`src/rtl/cpu_pkg.sv`:
```
// -----------------------------------------------------------------------------
// cpu_pkg
//   Shared types and constants for the MIPS pipeline front end.
//   - INSTR_W / PC_W     : datapath widths
//   - NOP_WORD           : encoding placed in IF/ID when it holds no instruction
//   - DEFAULT_HALT_WORD  : default encoding that ends the program
//   - DEFAULT_RESET_PC   : default byte PC after reset
//   - fetch_state_e      : fetch FSM states (RUN, HALTED)
//   - fetch_entry_t      : one fetched instruction plus its PC+4
//   - word_align()       : clears the byte-offset bits of a PC
// -----------------------------------------------------------------------------
package cpu_pkg;

  localparam int INSTR_W = 32;
  localparam int PC_W    = 32;

  localparam logic [INSTR_W-1:0] NOP_WORD          = 32'h0000_0000;
  localparam logic [INSTR_W-1:0] DEFAULT_HALT_WORD = 32'hFFFF_FFFF;
  localparam logic [PC_W-1:0]    DEFAULT_RESET_PC  = 32'h0000_0000;

  typedef enum logic {
    RUN    = 1'b0,
    HALTED = 1'b1
  } fetch_state_e;

  typedef struct packed {
    logic [INSTR_W-1:0] instr;
    logic [PC_W-1:0]    pc4;
  } fetch_entry_t;

  // Instructions are word aligned, so the two byte-offset bits are dropped.
  function automatic logic [PC_W-1:0] word_align(input logic [PC_W-1:0] pc);
    return pc & ~PC_W'(3);
  endfunction

endpackage : cpu_pkg

```
`src/rtl/fetch_skid_queue.sv`:
```
// -----------------------------------------------------------------------------
// fetch_skid_queue
//   Two-entry FIFO of {instr, pc4} that catches instruction-memory responses
//   which arrive while the decode stage is stalled.
//   Ports:
//     CLOCK, RESET          clock, asynchronous active-high reset
//     enq                   push {enq_instr, enq_pc4}
//     deq                   pop the head entry
//     flush                 empty the queue (wins over enq and deq)
//     head_instr, head_pc4  head entry, meaningful only when count != 0
//     count                 number of valid entries (0..2)
//   A simultaneous enq + deq on a full queue is legal: the new entry takes the
//   slot the head vacates.
// -----------------------------------------------------------------------------
module fetch_skid_queue
  import cpu_pkg::*;
(
  input  logic               CLOCK,
  input  logic               RESET,
  input  logic               enq,
  input  logic [INSTR_W-1:0] enq_instr,
  input  logic [PC_W-1:0]    enq_pc4,
  input  logic               deq,
  input  logic               flush,
  output logic [INSTR_W-1:0] head_instr,
  output logic [PC_W-1:0]    head_pc4,
  output logic [1:0]         count
);

  fetch_entry_t mem_q [2];
  logic         rd_ptr_q;
  logic         wr_ptr_q;
  logic [1:0]   count_q;

  logic         do_enq;
  logic         do_deq;
  logic [1:0]   count_d;

  // NOTE: every signal written here gets a default first, so no path leaves
  // it unassigned and no latch is inferred.
  always_comb begin
    do_deq  = 1'b0;
    do_enq  = 1'b0;
    count_d = count_q;
    if (!flush) begin
      do_deq = deq && (count_q != 2'd0);
      do_enq = enq && ((count_q != 2'd2) || do_deq);
      case ({do_enq, do_deq})
        2'b10:   count_d = count_q + 2'd1;
        2'b01:   count_d = count_q - 2'd1;
        default: count_d = count_q;
      endcase
    end else begin
      count_d = 2'd0;
    end
  end

  // NOTE: state registers use non-blocking assignments so every flop samples
  // the values from before the clock edge.
  always_ff @(posedge CLOCK or posedge RESET) begin
    if (RESET) begin
      rd_ptr_q <= 1'b0;
      wr_ptr_q <= 1'b0;
      count_q  <= 2'd0;
    end else if (flush) begin
      rd_ptr_q <= 1'b0;
      wr_ptr_q <= 1'b0;
      count_q  <= 2'd0;
    end else begin
      if (do_enq) wr_ptr_q <= ~wr_ptr_q;
      if (do_deq) rd_ptr_q <= ~rd_ptr_q;
      count_q <= count_d;
    end
  end

  // NOTE: the storage array is not reset; count_q alone says which slots hold
  // data, so clearing the payload would only add reset fan-out.
  always_ff @(posedge CLOCK) begin
    if (do_enq) mem_q[wr_ptr_q] <= '{instr: enq_instr, pc4: enq_pc4};
  end

  assign head_instr = mem_q[rd_ptr_q].instr;
  assign head_pc4   = mem_q[rd_ptr_q].pc4;
  assign count      = count_q;

endmodule : fetch_skid_queue

```
`src/rtl/if_fetch_stage.sv`:
```
// -----------------------------------------------------------------------------
// if_fetch_stage
//   Instruction-fetch stage of the 5-stage MIPS pipeline. Owns the PC, drives a
//   synchronous word-addressed instruction RAM (1-cycle read latency) and
//   produces the IF/ID register. A 2-entry skid queue absorbs responses that
//   land while decode is stalled. Handles EX redirects and halt-word detection.
//
//   Parameters:
//     RESET_PC        byte PC loaded on reset
//     HALT_WORD       instruction encoding that ends the program
//   Ports:
//     CLOCK, RESET    clock, asynchronous active-high reset
//     stall           hold IF/ID, no dequeue
//     redirect_valid  taken branch/jump from EX (wins over stall)
//     redirect_pc     target byte PC (bits [1:0] ignored)
//     imem_en         read request this cycle
//     imem_addr       word address (pc >> 2)
//     imem_data       read data, valid the cycle after imem_en
//     if_id_instr     IF/ID instruction (NOP when invalid)
//     if_id_pc4       IF/ID PC+4
//     if_id_valid     IF/ID holds a real instruction
//     halted          halt word fetched, fetch stopped
//
//   Optional build macro IF_PERF_CNT_EN adds two saturating counters:
//     perf_fetch_cnt  instructions loaded into IF/ID
//     perf_stall_cnt  cycles with stall while IF/ID is valid
// -----------------------------------------------------------------------------
module if_fetch_stage
  import cpu_pkg::*;
#(
  parameter logic [PC_W-1:0]    RESET_PC  = DEFAULT_RESET_PC,
  parameter logic [INSTR_W-1:0] HALT_WORD = DEFAULT_HALT_WORD
) (
  input  logic               CLOCK,
  input  logic               RESET,
  input  logic               stall,
  input  logic               redirect_valid,
  input  logic [PC_W-1:0]    redirect_pc,
  output logic               imem_en,
  output logic [PC_W-1:0]    imem_addr,
  input  logic [INSTR_W-1:0] imem_data,
  output logic [INSTR_W-1:0] if_id_instr,
  output logic [PC_W-1:0]    if_id_pc4,
  output logic               if_id_valid,
  output logic               halted
`ifdef IF_PERF_CNT_EN
  ,
  output logic [31:0]        perf_fetch_cnt,
  output logic [31:0]        perf_stall_cnt
`endif
);

  // ---------------------------------------------------------------------------
  // State
  // ---------------------------------------------------------------------------
  fetch_state_e       state_q;
  logic [PC_W-1:0]    pc_q;
  logic [PC_W-1:0]    req_pc_q;      // byte PC of the read now in flight
  logic               inflight_q;    // a response is on imem_data this cycle
  logic [INSTR_W-1:0] if_id_instr_q;
  logic [PC_W-1:0]    if_id_pc4_q;
  logic               if_id_valid_q;

  // ---------------------------------------------------------------------------
  // Skid queue
  // ---------------------------------------------------------------------------
  logic [INSTR_W-1:0] q_head_instr;
  logic [PC_W-1:0]    q_head_pc4;
  logic [1:0]         q_count;

  // ---------------------------------------------------------------------------
  // Next-state decode
  // ---------------------------------------------------------------------------
  logic               resp_acc;
  logic               resp_is_halt;
  logic [PC_W-1:0]    resp_pc4;
  logic               bypass;
  logic               q_enq;
  logic               q_deq;
  logic               if_id_load;
  logic [INSTR_W-1:0] load_instr;
  logic [PC_W-1:0]    load_pc4;
  logic [2:0]         occupancy;
  logic               issue;

  always_comb begin
    // A response is dropped when a redirect kills it or fetch has halted.
    resp_acc     = inflight_q && (state_q == RUN) && !redirect_valid;
    resp_is_halt = resp_acc && (imem_data == HALT_WORD);
    resp_pc4     = req_pc_q + PC_W'(4);

    // Older queued entries must leave first, so a fresh response may only skip
    // the queue when it is empty and IF/ID is taking a new instruction.
    bypass       = resp_acc && (q_count == 2'd0) && !stall;
    q_enq        = resp_acc && !bypass;
    q_deq        = !redirect_valid && !stall && (q_count != 2'd0);
    if_id_load   = q_deq || bypass;
    load_instr   = q_deq ? q_head_instr : imem_data;
    load_pc4     = q_deq ? q_head_pc4   : resp_pc4;

    // Entries that will still need a slot after this cycle; a new read is only
    // launched if its response is guaranteed a place in the queue.
    occupancy    = {1'b0, q_count} + {2'b00, inflight_q} - {2'b00, if_id_load};
    issue        = !RESET && (state_q == RUN) && !redirect_valid &&
                   (occupancy < 3'd2);
  end

  // ---------------------------------------------------------------------------
  // PC, in-flight tracking, fetch FSM and IF/ID register
  // ---------------------------------------------------------------------------
  always_ff @(posedge CLOCK or posedge RESET) begin
    if (RESET) begin
      state_q       <= RUN;
      pc_q          <= word_align(RESET_PC);
      req_pc_q      <= '0;
      inflight_q    <= 1'b0;
      if_id_instr_q <= NOP_WORD;
      if_id_pc4_q   <= '0;
      if_id_valid_q <= 1'b0;
    end else if (redirect_valid) begin
      // Redirect wins over stall and halt; the response currently on
      // imem_data belongs to the wrong path and is simply not accepted.
      state_q       <= RUN;
      pc_q          <= word_align(redirect_pc);
      inflight_q    <= 1'b0;
      if_id_instr_q <= NOP_WORD;
      if_id_valid_q <= 1'b0;
    end else begin
      inflight_q <= issue;
      if (issue) begin
        pc_q     <= pc_q + PC_W'(4);
        req_pc_q <= pc_q;
      end
      if (resp_is_halt) state_q <= HALTED;
      if (!stall) begin
        if (if_id_load) begin
          if_id_instr_q <= load_instr;
          if_id_pc4_q   <= load_pc4;
          if_id_valid_q <= 1'b1;
        end else begin
          if_id_instr_q <= NOP_WORD;
          if_id_valid_q <= 1'b0;
        end
      end
    end
  end

  fetch_skid_queue u_skid_queue (
    .CLOCK      (CLOCK),
    .RESET      (RESET),
    .enq        (q_enq),
    .enq_instr  (imem_data),
    .enq_pc4    (resp_pc4),
    .deq        (q_deq),
    .flush      (redirect_valid),
    .head_instr (q_head_instr),
    .head_pc4   (q_head_pc4),
    .count      (q_count)
  );

  // ---------------------------------------------------------------------------
  // Optional performance counters
  // ---------------------------------------------------------------------------
`ifdef IF_PERF_CNT_EN
  logic [31:0] perf_fetch_q;
  logic [31:0] perf_stall_q;
  logic        fetch_event;

  assign fetch_event = !redirect_valid && if_id_load;

  always_ff @(posedge CLOCK or posedge RESET) begin
    if (RESET) begin
      perf_fetch_q <= '0;
      perf_stall_q <= '0;
    end else begin
      if (fetch_event && (perf_fetch_q != '1))
        perf_fetch_q <= perf_fetch_q + 32'd1;
      if (stall && if_id_valid_q && (perf_stall_q != '1))
        perf_stall_q <= perf_stall_q + 32'd1;
    end
  end

  assign perf_fetch_cnt = perf_fetch_q;
  assign perf_stall_cnt = perf_stall_q;
`endif

  // ---------------------------------------------------------------------------
  // Outputs
  // ---------------------------------------------------------------------------
  assign imem_en     = issue;
  assign imem_addr   = pc_q >> 2;
  assign if_id_instr = if_id_instr_q;
  assign if_id_pc4   = if_id_pc4_q;
  assign if_id_valid = if_id_valid_q;
  assign halted      = (state_q == HALTED);

endmodule : if_fetch_stage

```
`config.mk`:
```
export PLATFORM = sky130hd
export DESIGN_NAME = if_fetch_stage
export DESIGN_NICKNAME = d
export VERILOG_FILES = /design/src/rtl/cpu_pkg.sv /design/src/rtl/fetch_skid_queue.sv /design/src/rtl/if_fetch_stage.sv
export SDC_FILE = /design/constraint.sdc
export NUM_CORES = 1
export LEC_CHECK = 0
export BUFFER_PORTS_ARGS = -buffer_cell sky130_fd_sc_hd__buf_4
export CAP_MARGIN = 20
export CORE_MARGIN = 5
export CORE_UTILIZATION = 45
export DETAILED_ROUTE_END_ITERATION = 10
export PLACE_DENSITY = 0.68
export SYNTH_ARGS = -nofsm -noshare
export SYNTH_HDL_FRONTEND = slang
export SYNTH_HIERARCHICAL = 1
export SYNTH_SLANG_ARGS = --single-unit
```
`constraint.sdc`:
```
create_clock -name CLOCK -period 6.3 [get_ports CLOCK]
set_input_delay 0.315 -clock CLOCK [delete_from_list [all_inputs] [get_ports CLOCK]]
set_output_delay 0.315 -clock CLOCK [all_outputs]
set_load 0.02 [all_outputs]
```
Yosys cells after proc, flatten, opt, wreduce, memory -nomap -nowiden
Memories as Yosys holds them, arrays and structs flattened.
Cells that the tools add are included.
{"block": "op_classes", "n_lt_le_gt_ge": 1, "eq_ne": 5, "n_mux": 23, "n_reduce_logical": 28, "bitwise": 5, "add_sub_neg": 6}
{"op": "$mux 32", "n": 7}
{"op": "$add 32x3->32 const B", "n": 2}
{"op": "$eq 32x32->1 const B", "n": 1}
{"op": "$mux 1", "n": 14}
{"op": "$logic_and 1x1->1", "n": 13}
{"op": "$reduce_bool 2->1", "n": 5}
{"op": "$not 1->1", "n": 5}
{"op": "$logic_not 1->1", "n": 4}
{"op": "$pmux 2 s2", "n": 1}
{"op": "$add 2x1->3", "n": 1}
{"op": "$lt 3x2->1 const B", "n": 1}
{"op": "$reduce_and 3->1", "n": 1}
{"op": "$reduce_bool 3->1", "n": 1}
{"op": "$sub 3x1->3", "n": 1}
{"op": "$add 2x1->2 const B", "n": 1}
{"op": "$eq 2x1->1 const B", "n": 1}
{"op": "$eq 2x2->1 const B", "n": 1}
{"op": "$logic_not 2->1", "n": 1}
{"op": "$logic_or 1x1->1", "n": 2}
{"op": "$mux 2", "n": 1}
{"op": "$ne 2x1->1 const B", "n": 1}
{"op": "$ne 2x2->1 const B", "n": 1}
{"op": "$reduce_and 2->1", "n": 1}
{"op": "$sub 2x1->2 const B", "n": 1}
{"block": "totals", "ram_bits": 128, "mem_count": 1, "out_inout_bits": 99, "elab_cells": 79, "inputBits": 68, "regBits": 135}
{"memory": "u_skid_queue.mem_q", "depth": 2, "width": 64, "read_ports": 1, "rd_ports_with_merged_regs": 0, "wr": 1, "line_no": "fetch_skid_queue.sv:30", "text": "fetch_entry_t mem_q [2];"}

Logic depth before layout (Yosys ltp)
Gate-level depths: netlist of the first run.
{"block": "logic_depth", "depth_word": 11, "mapped_depth": 16, "depth_no_buf": 12}

Modules after synthesis
The synthesis of the first run kept the hierarchy.
{"mod": "if_fetch_stage", "area_per_inst_um2": 6652.6, "n_inst": 1, "cells_per_inst": 737, "seq_area_each_um2": 3178.0}
{"mod": "fetch_skid_queue", "area_per_inst_um2": 4849.7, "n_inst": 1, "cells_per_inst": 227, "seq_area_each_um2": 3943.8}

Least setup slack after synthesis of the first run
OpenSTA, ideal clock, no wires.
{"block": "synth_timing", "path_type": "reg2reg", "start": "register u_skid_queue.count_q[1], in the netlist u_skid_queue/count[1]", "end": "memory u_skid_queue/mem_q[0][0] (netlist bit), enable pin", "setup_time_ns": 0.564, "required_time_ns": 5.736, "period_less_slack_ns": 6.400, "stages_incl_launch_ff": 8, "setup_slack_ns": -0.100, "path_buffers": 1, "arrival_time_ns": 5.836, "cell_sequence": "dfrtp_1 or2_2 nand2_1 inv_1 buf_1 or3b_4 nand2_1 nor3_1"}
{"block": "synth_via", "elab_cells_between_ends": 14, "cone_classes": "1 x eq/ne; 3 x mux; 10 x reduce/logical"}
{"item": "start, declared", "line_no": "fetch_skid_queue.sv:33", "text": "logic [1:0] count_q;"}
{"item": "start signal, assigned", "line_no": "fetch_skid_queue.sv:72", "text": "count_q <= count_d;"}
{"item": "$reduce_bool 2->1", "line_no": "if_fetch_stage.sv:96", "text": "q_deq = !redirect_valid && !stall && (q_count != 2'd0);"}
{"item": "$logic_and 1x1->1", "line_no": "if_fetch_stage.sv:96"}
{"item": "net q_deq", "line_no": "if_fetch_stage.sv:79", "text": "logic q_deq;"}
{"item": "$logic_and 1x1->1", "line_no": "fetch_skid_queue.sv:46", "text": "do_deq = deq && (count_q != 2'd0);"}
{"item": "$logic_or 1x1->1", "line_no": "fetch_skid_queue.sv:47", "text": "do_enq = enq && ((count_q != 2'd2) || do_deq);"}
{"item": "$logic_and 1x1->1", "line_no": "fetch_skid_queue.sv:47"}
{"item": "$mux 1", "line_no": "fetch_skid_queue.sv:45", "text": "if (!flush) begin"}
{"item": "$mux 1", "line_no": "fetch_skid_queue.sv:79", "text": "if (do_enq) mem_q[wr_ptr_q] <= '{instr: enq_instr, pc4: enq_pc4};"}
{"item": "$mux 1 (not written as such)", "line_no": "fetch_skid_queue.sv:79"}
{"item": "end, declared", "line_no": "fetch_skid_queue.sv:30"}
The timed path passes the listed nets, and every way through them passes these cells.

Final worst setup path of the first run
{"block": "layout_timing", "start": "register u_skid_queue.count_q[1], in the netlist u_skid_queue/count[1]", "end": "output imem_en"}
{"block": "layout_via", "elab_chain_len": 7, "elab_cells_between_ends": 10, "cone_classes": "2 x add/sub; 1 x order compare; 7 x reduce/logical"}
{"item": "$logic_not 2->1", "line_no": "if_fetch_stage.sv:94", "text": "bypass = resp_acc && (q_count == 2'd0) && !stall;"}
{"item": "$logic_and 1x1->1 (2 in a row)", "line_no": "if_fetch_stage.sv:94"}
{"item": "$logic_or 1x1->1", "line_no": "if_fetch_stage.sv:97", "text": "if_id_load = q_deq || bypass;"}
{"item": "$sub 3x1->3 (*)", "line_no": "if_fetch_stage.sv:103", "text": "occupancy = {1'b0, q_count} + {2'b00, inflight_q} - {2'b00, if_id_load};"}
{"item": "$lt 3x2->1 (*)", "line_no": "if_fetch_stage.sv:105", "text": "(occupancy < 3'd2);"}
{"item": "$logic_and 1x1->1 (*)", "line_no": "if_fetch_stage.sv:104", "text": "issue = !RESET && (state_q == RUN) && !redirect_valid &&"}
{"item": "end, declared", "line_no": "if_fetch_stage.sv:39", "text": "output logic imem_en,"}
Mark *: on every way between the ends. The rest lies on a longest branch, timed or not.

==> results of run 1 <==
[power breakdown]
| group | internal (mW) | leakage [nW] | switching (mW) |
|---|---|---|---|
| sequential | 1.94 | 2.84 | 0.141 |
| clock | 0.984 | 0.444 | 0.622 |
| combinational | 0.287 | 2.88 | 0.376 |
[through the flow]
stage	area (µm²)	total power, mW	worst slack (ns)	utilization (%)
3_5_place_dp	13000	2.76	2.00	51.6
6_report	14300	4.35	1.91	56.9
4_1_cts	14300	4.40	1.88	56.9
5_1_grt	14300	4.55	1.68	56.9
3_3_place_gp	13000	2.74	2.03	51.6
2_1_floorplan	11500	2.45	1.87	-
[registers in the layout, summed over array words and instances, names as in the netlist]
name / cells
u_skid_queue/mem_q: 128
if_id_instr: 32
if_id_pc4: 32
pc_q: 30
req_pc_q: 30
u_skid_queue/count: 2
halted: 1
if_id_valid: 1
inflight_q: 1
u_skid_queue/rd_ptr_q: 1
u_skid_queue/wr_ptr_q: 1
[cells in the final DEF, fill, tap and decap left out, types with 28 or more instances in the layout]
cell type	instances
nand2_1	182
buf_4	173
dfrtp_1	130
edfxtp_1	128
o21ai_0	69
mux2_2	64
dlygate4sd3_1	41
mux2i_1	37
nor2_1	37
nand3_1	28
[cell families after synthesis]
kind of cell	count (synthesis)	share of synthesized area, %
mux	101	9.49
other cells	1	0.0326
buf+inv	68	2.64
compound gates	156	8.81
fa+ha+maj	4	0.500
xor+xnor	31	2.36
simple gates	344	14.2
flops	259	61.9
[worst min-delay path by stage]
| stage | from | end | slack [ns] | depth (start not counted) |
|---|---|---|---|---|
| 2_1_floorplan | RESET | u_skid_queue/count[0] | 0.08 | 1 |
| 3_3_place_gp | RESET | u_skid_queue/count[0] | 0.25 | 2 |
| 3_5_place_dp | RESET | u_skid_queue/count[0] | 0.25 | 2 |
| 4_1_cts | redirect_pc[17] | pc_q[17] | 0.002 | 3 |
| 5_1_grt | redirect_pc[28] | pc_q[28] | 0.02 | 3 |
| 6_report | redirect_pc[5] | pc_q[5] | 0.02 | 3 |
[layer usage]
metal	up-vias	global-route usage (%)	routed length, µm	share of wire [%]
li1	3911	-	-	-
met1	4029	26.1	12300	45
met2	258	30.9	12700	47
met3	33	3.28	1830	6.7
met4	0	3.47	386	1.4
met5	-	0	0	0
[worst reg2reg max path, delay by kind of cell (launching register included)]
family                   cells  cell delay, ns
AND/OR/NAND/NOR              5            1.27
buffers and inverters        3            0.81
adder cells (fa/ha/maj)      2            0.77
AO/OA/AOI/OAI                3            0.75
flip-flops                   1            0.55
[layout make-up]
| type | count | area (µm²) | area share, % |
|---|---|---|---|
| Timing Repair Buffer | 214 | 1710 | 11.9 |
| Tap cell | 330 | 413 | 2.88 |
| Clock inverter | 7 | 113 | 0.786 |
| Clock buffer | 43 | 796 | 5.56 |
| Sequential cell | 259 | 7120 | 49.7 |
| Multi-Input combinational cell | 642 | 4110 | 28.7 |
| Inverter | 13 | 56.3 | 0.393 |
==> results.json, run 1 <==
{
  "startpoint_type": "flop",
  "clk_latency_ns": 0.53,
  "crit_type": "flop to output pin",
  "fin_hold_ws_ns": 0.0209,
  "clock_path_buffers": 3,
  "synth.top_cells.by_count": "183 x nand2_1, 131 x dfrtp_1, 128 x edfxtp_1, 69 x o21ai_0, 64 x mux2_2",
  "drt_iter0_drc": 519,
  "wire_per_inst_um": 18.1,
  "cp_cell_sequence": "nor2_1 > a211o_2 > inv_1 > ha_1 > nand2b_1 > fa_1 > or4b_1 > or2_2 > buf_4 > inv_1 > buf_4",
  "cts-hold-fix-buffers": 41,
  "critical_path.top_delay_family": "simple AND/OR/NAND/NOR gates",
  "critPathCaptureType": "output pin",
  "hold_viol": 0,
  "drt-total-wl_um": 27300,
  "yosysMostFrequentCell": "nand2_1",
  "ios": 167,
  "critPathMaxFanout": 53,
  "crit_required_ns": 5.98,
  "reg2reg_from": "u_skid_queue/count[1]",
  "ys_async_sr_fraction_pct": 50.6,
  "first_global_vias": 8295,
  "tritoncts": "built",
  "ys_seq_area_share_pct": 61.9,
  "syn_to_final_growth_pct": 24.5,
  "cp_slowest_stage_delay_ns": 0.55,
  "setup.worst_path.start": "u_skid_queue/count[1]",
  "synth_edf_count": 128,
  "cts_buffers": 27,
  "gr-usage-all-layers_pct": 18.6,
  "yosysWarnings": 6,
  "core_area_um2": 25200,
  "drtPass1Iterations": 5,
  "drv_cap": 0,
  "avgSynthCellArea_um2": 11.9,
  "reg2reg_to": "pc_q[8]",
  "ys_seq_elements": 259,
  "grt_start_max_net_pins": 82,
  "irDropWorstVdd_mv": 0.176,
  "path_buf_inv": 4,
  "worst_path_max_delay_cell": "dfrtp_1",
  "layout-drive-gt1-share_pct": 25.1,
  "htreeDepth": 1,
  "clkTransAtPathRegs_ns": 0.06,
  "numPlacedInstances": 1417,
  "reg2reg_depth": 13,
  "cp.depth": 11,
  "nets": 1229,
  "syn_area_um2": 11500,
  "grt_pass1_wl_um": 44300,
  "tightest_slew_ns": 1.11,
  "overflow": 0,
  "rrSetupSlack_ns": 2.03,
  "cts_root_buf": "clkbuf_16",
  "cts_setup_buffers": 0,
  "outcome": "finished clean",
  "synth_cell_types": 63,
  "drtAntennaViolNets": 0,
  "endpoint": "imem_en",
  "post-route-period-util_pct": 69.6,
  "synth_area_leader_cell": "edfxtp_1",
  "min_period_ns": 4.39,
  "die_area_um2": 28900,
  "power_density_nw_per_um2": 304,
  "antenna_found_initial": 0,
  "initial_core_util_pct": 45.7,
  "fmax_mhz": 228,
  "drc": 0,
  "viasPerCell": 5.46,
  "fin_skew_ns": 0.0188,
  "cellLeakagePower_nw": 6.17,
  "hpwl_um": 17300,
  "cts_resized": 0,
  "relSlewSlack_pct": 26.1,
  "rsz0062_at_grt": "no",
  "synth_ff_type": "dfrtp_1",
  "fillers": 2088,
  "finalSetupTns_ns": 0,
  "arrival_ns": 4.07,
  "route.vias.total": 8231,
  "place.gp.congestion": 0.825,
  "setup_viol": 0,
  "final_max_slew_viol_count": 0,
  "cts_sinks": 259,
  "portBuffers": 162,
  "hold_class": "input pin to flop",
  "synth_top_area_share_pct": 33.4,
  "core.rowCount": 58,
  "num_antenna_cells": 0,
  "syn_inst": 964,
  "synth_area_leaders": "edfxtp_1 33%, dfrtp_1 28%, mux2_2 6.3%",
  "die_x_um": 170,
  "die_y_um": 170,
  "finalNonFillerCells": 1508
}
No activity file was read; power rests on OpenSTA's default activity.
==> run 2, diff against run 1 <==
--- a/config.mk
+++ b/config.mk
@@ -5,12 +5,12 @@
 export SDC_FILE = /design/constraint.sdc
 export NUM_CORES = 1
 export LEC_CHECK = 0
+export ABC_AREA = 1
 export BUFFER_PORTS_ARGS = -buffer_cell sky130_fd_sc_hd__buf_4
 export CAP_MARGIN = 20
 export CORE_MARGIN = 5
 export CORE_UTILIZATION = 45
 export DETAILED_ROUTE_END_ITERATION = 10
-export PLACE_DENSITY = 0.68
 export SYNTH_ARGS = -nofsm -noshare
 export SYNTH_HDL_FRONTEND = slang
 export SYNTH_HIERARCHICAL = 1
==> constraint.sdc (replaced) <==
create_clock -name CLOCK -period 4.2 [get_ports CLOCK]
set_input_delay 0.21 -clock CLOCK [delete_from_list [all_inputs] [get_ports CLOCK]]
set_output_delay 0.21 -clock CLOCK [all_outputs]
set_load 0.02 [all_outputs]
==> results.json, run 2 <==
{
  "outcome": "finished clean",
  "initial_core_util_pct": 45.4,
  "core_area_um2": 27600,
  "largest_reg_flops": 128,
  "clock_path_buffers": 3,
  "clkTransAtPathRegs_ns": 0.06,
  "avgSynthCellArea_um2": 9.78,
  "viasPerCell": 5.04,
  "layout-drive-gt1-share_pct": 20.8,
  "power.total_mw": 8.00,
  "relSlewSlack_pct": 25.7,
  "critPathMaxFanout": 19,
  "rsz0062_at_grt": "no",
  "gr-usage-all-layers_pct": 19.7,
  "setup_ws_ns": 0.560,
  "ys_seq_elements": 259,
  "hold_class": "input pin to flop",
  "synth.top_cells.by_count": "312 x nand2_1, 201 x nor2_1, 131 x dfrtp_1, 128 x edfxtp_1, 96 x nand3_1",
  "drc": 0,
  "synth_top_area_share_pct": 30.6,
  "finalNonFillerCells": 1903,
  "mostFrequentLayoutCell": "nand2_1",
  "syn_area_um2": 12500,
  "grt_pass1_wl_um": 50000,
  "route.vias.total": 9589,
  "final_max_slew_viol_count": 0,
  "regMostFlops": "u_skid_queue/mem_q",
  "synth_cell_types": 42,
  "setup_viol": 0,
  "core.rowCount": 61,
  "die_area_um2": 31300,
  "synth_edf_count": 128,
  "drt_iter0_drc": 538,
  "yosysMostFrequentCell": "nand2_1",
  "arrival_ns": 3.43,
  "drtPass1Iterations": 6,
  "syn_to_final_growth_pct": 24.2,
  "ys_async_sr_fraction_pct": 50.6,
  "fillers": 2472,
  "tightest_slew_ns": 1.11,
  "synth_area_leaders": "edfxtp_1 31%, dfrtp_1 26%, nand2_1 9.3%",
  "crit_required_ns": 3.99,
  "worst_path_max_delay_cell": "o21ai_4",
  "wire_per_inst_um": 16.3,
  "hpwl_um": 20600,
  "most-common-layout-cells": "312 x nand2_1, 199 x nor2_1, 176 x buf_4, 130 x dfrtp_1, 128 x edfxtp_1",
  "ios": 167,
  "drv_cap": 0,
  "place.gp.congestion": 0.869,
  "num_antenna_cells": 0,
  "cts_buffers": 29,
  "first_global_vias": 9591,
  "portBuffers": 162,
  "critPathCaptureType": "output pin",
  "irDropWorstVdd_mv": 0.352,
  "cts_resized": 0,
  "numPlacedInstances": 1788,
  "power_density_nw_per_um2": 514,
  "cp_cell_sequence": "o21ai_4 > buf_16 > o21ai_2 > ha_1 > inv_1 > nand2_1 > fa_1 > inv_1 > nor2_1 > nand2_1 > nor2_1 > buf_4",
  "cts_sinks": 259,
  "min_period_ns": 3.64,
  "crit_type": "flop to output pin",
  "synth_area_leader_cell": "edfxtp_1",
  "finalSetupTns_ns": 0,
  "htreeDepth": 1,
  "cp_slowest_stage_delay_ns": 0.57,
  "fmax_mhz": 275,
  "fin_skew_ns": 0.0126,
  "syn_inst": 1283,
  "overflow": 0,
  "drtAntennaViolNets": 0,
  "ys_seq_area_share_pct": 56.8,
  "nets": 1574,
  "antenna_found_initial": 0,
  "post-route-period-util_pct": 86.7,
  "yosysWarnings": 6,
  "tritoncts": "built",
  "clk_latency_ns": 0.53,
  "cts_root_buf": "clkbuf_16",
  "drt-total-wl_um": 31000,
  "pre_cts_slack_ns": 0.419,
  "synth_ff_type": "dfrtp_1",
  "die_x_um": 177,
  "die_y_um": 177,
  "grt_start_max_net_pins": 100,
  "cellLeakagePower_nw": 6.66,
  "startpoint_type": "flop",
  "hold_viol": 0
}
run 2: cell count changes after synthesis, moves of 37 or more:
cell / change
inv_1: +70
mux2_4: +38
mux2i_1: -37
nand3_1: +68
nand2_1: +129
nor2_1: +164
mux2_2: -38
run 2: power by group:
group          switching (mW)  total [mW]  internal, mW
sequential              0.384        3.53          3.15
clock                   0.961        2.31          1.35
combinational            1.32        2.16         0.843
total                    2.66        8.00          5.34
run 2: area by class of cell:
type                    count  area [µm²]  share of cell area (%)
clock inverters             4        21.3                   0.137
multi-input cells         888        4840                    31.0
inverters                  87         333                    2.14
flip-flops and latches    259        7130                    45.7
repair buffers            237        1950                    12.5
clock buffers              50         845                    5.42
well taps                 378         473                    3.04
run 2: stage by stage:
stage	area (µm²)	utilization [%]	hold slack, ns
finish	15600	56.4	0.0149
global route	15600	56.4	0.0363
CTS	15600	56.3	0.000182
detailed placement	14100	51.0	0.153
global placement	14100	51.0	0.153
floorplan	12600	-	-0.0239
run 2: timing repair:
item	CTS	global route
hold buffers	60	0
hold endpoints to repair	193	0
buffers inserted	0	0
run 2: path summary, 6_finish.rpt:
path	from	endpoint	slack, ns	depth (start not counted)
max in group asynchronous	RESET	if_id_pc4[17]	2.73	4
hold / removal	redirect_pc[20]	pc_q[20]	0.01	4
setup / recovery	u_skid_queue/count[1]	imem_en	0.56	12
min in group asynchronous	RESET	u_skid_queue/wr_ptr_q	0.16	3
setup reg to reg	u_skid_queue/count[1]	pc_q[21]	0.69	15
hold reg to reg	if_id_pc4[25]	if_id_pc4[25]	0.48	2
run 2: per-layer routing:
layer	GRT usage, %	wire length, µm	up-vias
li1	-	-	4758
met1	27.3	14200	4540
met2	33.1	14400	250
met3	2.86	1670	41
met4	4.48	597	0
met5	0	0	-
run 2: logic make-up (layout without fill, tap and decap cells):
family,count (synthesis),in the layout,synth area share [%]
and+or+nand+nor,659,659,21.9
DFF,259,259,56.8
AOI/OAI and AO/OA,144,144,8.16
buffers and inverters,141,378,5.01
muxes,64,64,6.88
xor gates and xnor gates,11,11,0.768
adders and majority gates,4,4,0.459
other,1,6,0.0299
run 2: worst max-delay path: cells and delay by family (launching register included):
kind	cells	cell delay [ns]
simple gates	4	0.47
compound gates	2	0.65
fa+ha+maj	2	0.75
buf+inv	4	0.50
flops	1	0.53
==> run 3, diff against run 2 <==
--- a/config.mk
+++ b/config.mk
@@ -8,7 +8,7 @@
 export ABC_AREA = 1
 export BUFFER_PORTS_ARGS = -buffer_cell sky130_fd_sc_hd__buf_4
 export CAP_MARGIN = 20
-export CORE_MARGIN = 5
+export CORE_MARGIN = 4
 export CORE_UTILIZATION = 45
 export DETAILED_ROUTE_END_ITERATION = 10
 export SYNTH_ARGS = -nofsm -noshare
==> results.json, run 3 (synthesis results as in run 2) <==
{
  "power_density_nw_per_um2": 518,
  "overflow": 0,
  "hpwl_um": 20400,
  "critPathMaxFanout": 24,
  "core_area_um2": 27200,
  "tightest_slew_ns": 0.910,
  "regMostFlops": "u_skid_queue/mem_q",
  "tritoncts": "built",
  "hold_viol": 0,
  "min_period_ns": 3.42,
  "final_max_slew_viol_count": 0,
  "crit_type": "flop to flop",
  "setup_ws_ns": 0.780,
  "drtPass1Iterations": 5,
  "clkTransAtPathRegs_ns": 0.06,
  "place.gp.congestion": 0.861,
  "fillers": 2419,
  "layout-drive-gt1-share_pct": 21.1,
  "drtAntennaViolNets": 0,
  "die_x_um": 175,
  "outcome": "finished clean",
  "antenna_found_initial": 0,
  "drt_iter0_drc": 573,
  "cts_sinks": 259,
  "grt_start_max_net_pins": 97,
  "post-route-period-util_pct": 81.4,
  "register_area_um2": 7130,
  "drc": 0,
  "largest_reg_flops": 128,
  "cellLeakagePower_nw": 6.70,
  "setup_viol": 0,
  "fin_area_um2": 15700,
  "rrSetupSlack_ns": 0.78,
  "fmax_mhz": 292,
  "fin_hold_ws_ns": 0.0308,
  "htreeDepth": 1,
  "cts_setup_buffers": 0,
  "mostFrequentLayoutCell": "nand2_1",
  "pre_cts_slack_ns": 0.774,
  "route.vias.total": 9562,
  "initial_core_util_pct": 46.2,
  "num_antenna_cells": 0,
  "startpoint_type": "flop",
  "syn_to_final_growth_pct": 24.8,
  "whs_path_depth": 4,
  "core.rowCount": 60,
  "grt_pass1_wl_um": 50900,
  "gr-usage-all-layers_pct": 20.4,
  "reg2reg_depth": 15,
  "drt-total-wl_um": 31300,
  "numPlacedInstances": 1782,
  "critPathCaptureType": "flop",
  "multiInputGateArea_um2": 4840,
  "die_area_um2": 30600,
  "viasPerCell": 5.04,
  "wire_per_inst_um": 16.5,
  "portBuffers": 162,
  "finalNonFillerCells": 1897,
  "crit_required_ns": 4.61,
  "cts_buffers": 29,
  "first_global_vias": 9552,
  "place_area_um2": 14100,
  "finalSetupTns_ns": 0,
  "cts_root_buf": "clkbuf_16",
  "relSlewSlack_pct": 39.4,
  "irDropWorstVdd_mv": 0.299,
  "hold_class": "input pin to flop",
  "nets": 1575,
  "cts_resized": 0,
  "ios": 167,
  "most-common-layout-cells": "312 x nand2_1, 199 x nor2_1, 173 x buf_4, 130 x dfrtp_1, 128 x edfxtp_1",
  "rsz0062_at_grt": "no",
  "die_y_um": 175,
  "drv_cap": 0,
  "clock_path_buffers": 3,
  "fin_skew_ns": 0.0112,
  "power.total_mw": 8.11,
  "clk_latency_ns": 0.53,
  "utilization_pct": 57.6,
  "arrival_ns": 3.83
}
[run 3: changes by cell type in the layout (fill, tap and decap cells not counted), moves of 3 or more]
cell      change
buf_4         -3
clkbuf_1     -11
clkinv_1      +4
clkinv_2      +5
[run 3: path summary, 6_finish.rpt]
| kind | start | end |
|---|---|---|
| hold / removal | redirect_pc[20] | pc_q[20] |
| setup reg to reg | u_skid_queue/count[1] | pc_q[31] |
| hold reg to reg | if_id_pc4[23] | if_id_pc4[23] |
| min in group asynchronous | RESET | u_skid_queue/count[1] |
| max in group asynchronous | RESET | if_id_pc4[31] |
| setup / recovery | u_skid_queue/count[1] | pc_q[31] |
[run 3: report_power, final]
part	total [mW]	switching [mW]	leakage, nW	internal (mW)
Combinational	2.18	1.34	3.46	0.839
Clock	2.41	0.979	0.447	1.43
Sequential	3.51	0.368	2.79	3.15
[run 3: repair_timing]
item | in CTS | in global routing
hold endpoints to repair | 203 | 0
hold buffers | 62 | 0
endpoints found under the setup margin | 0 | 0
[run 3: critical path: stages (launching register included)]
cell,delay [ns]
dfrtp_1,0.53
nor2_4,0.30
nand2_1,0.10
o21ai_2,0.14
ha_1,0.24
inv_1,0.05
nand2_1,0.06
fa_1,0.48
inv_1,0.04
nor2_1,0.11
nand2_1,0.12
nor2_4,0.52
nor2_2,0.29
nand2_1,0.12
nand2_1,0.05
nand3b_1,0.14
[run 3: area by class of cell]
type | instances | share of cell area [%]
well taps | 372 | 2.97
inverters | 87 | 2.13
flip-flops and latches | 259 | 45.5
repair buffers | 238 | 12.7
multi-input cells | 888 | 30.9
clock buffers | 38 | 5.04
clock inverters | 15 | 0.767
[run 3: routing by layer]
metal  part of all wire [%]  track usage (%)
met1                     46             27.9
met2                     47             34.9
met3                    4.6             2.57
met4                    2.0             4.78
met5                      0                0
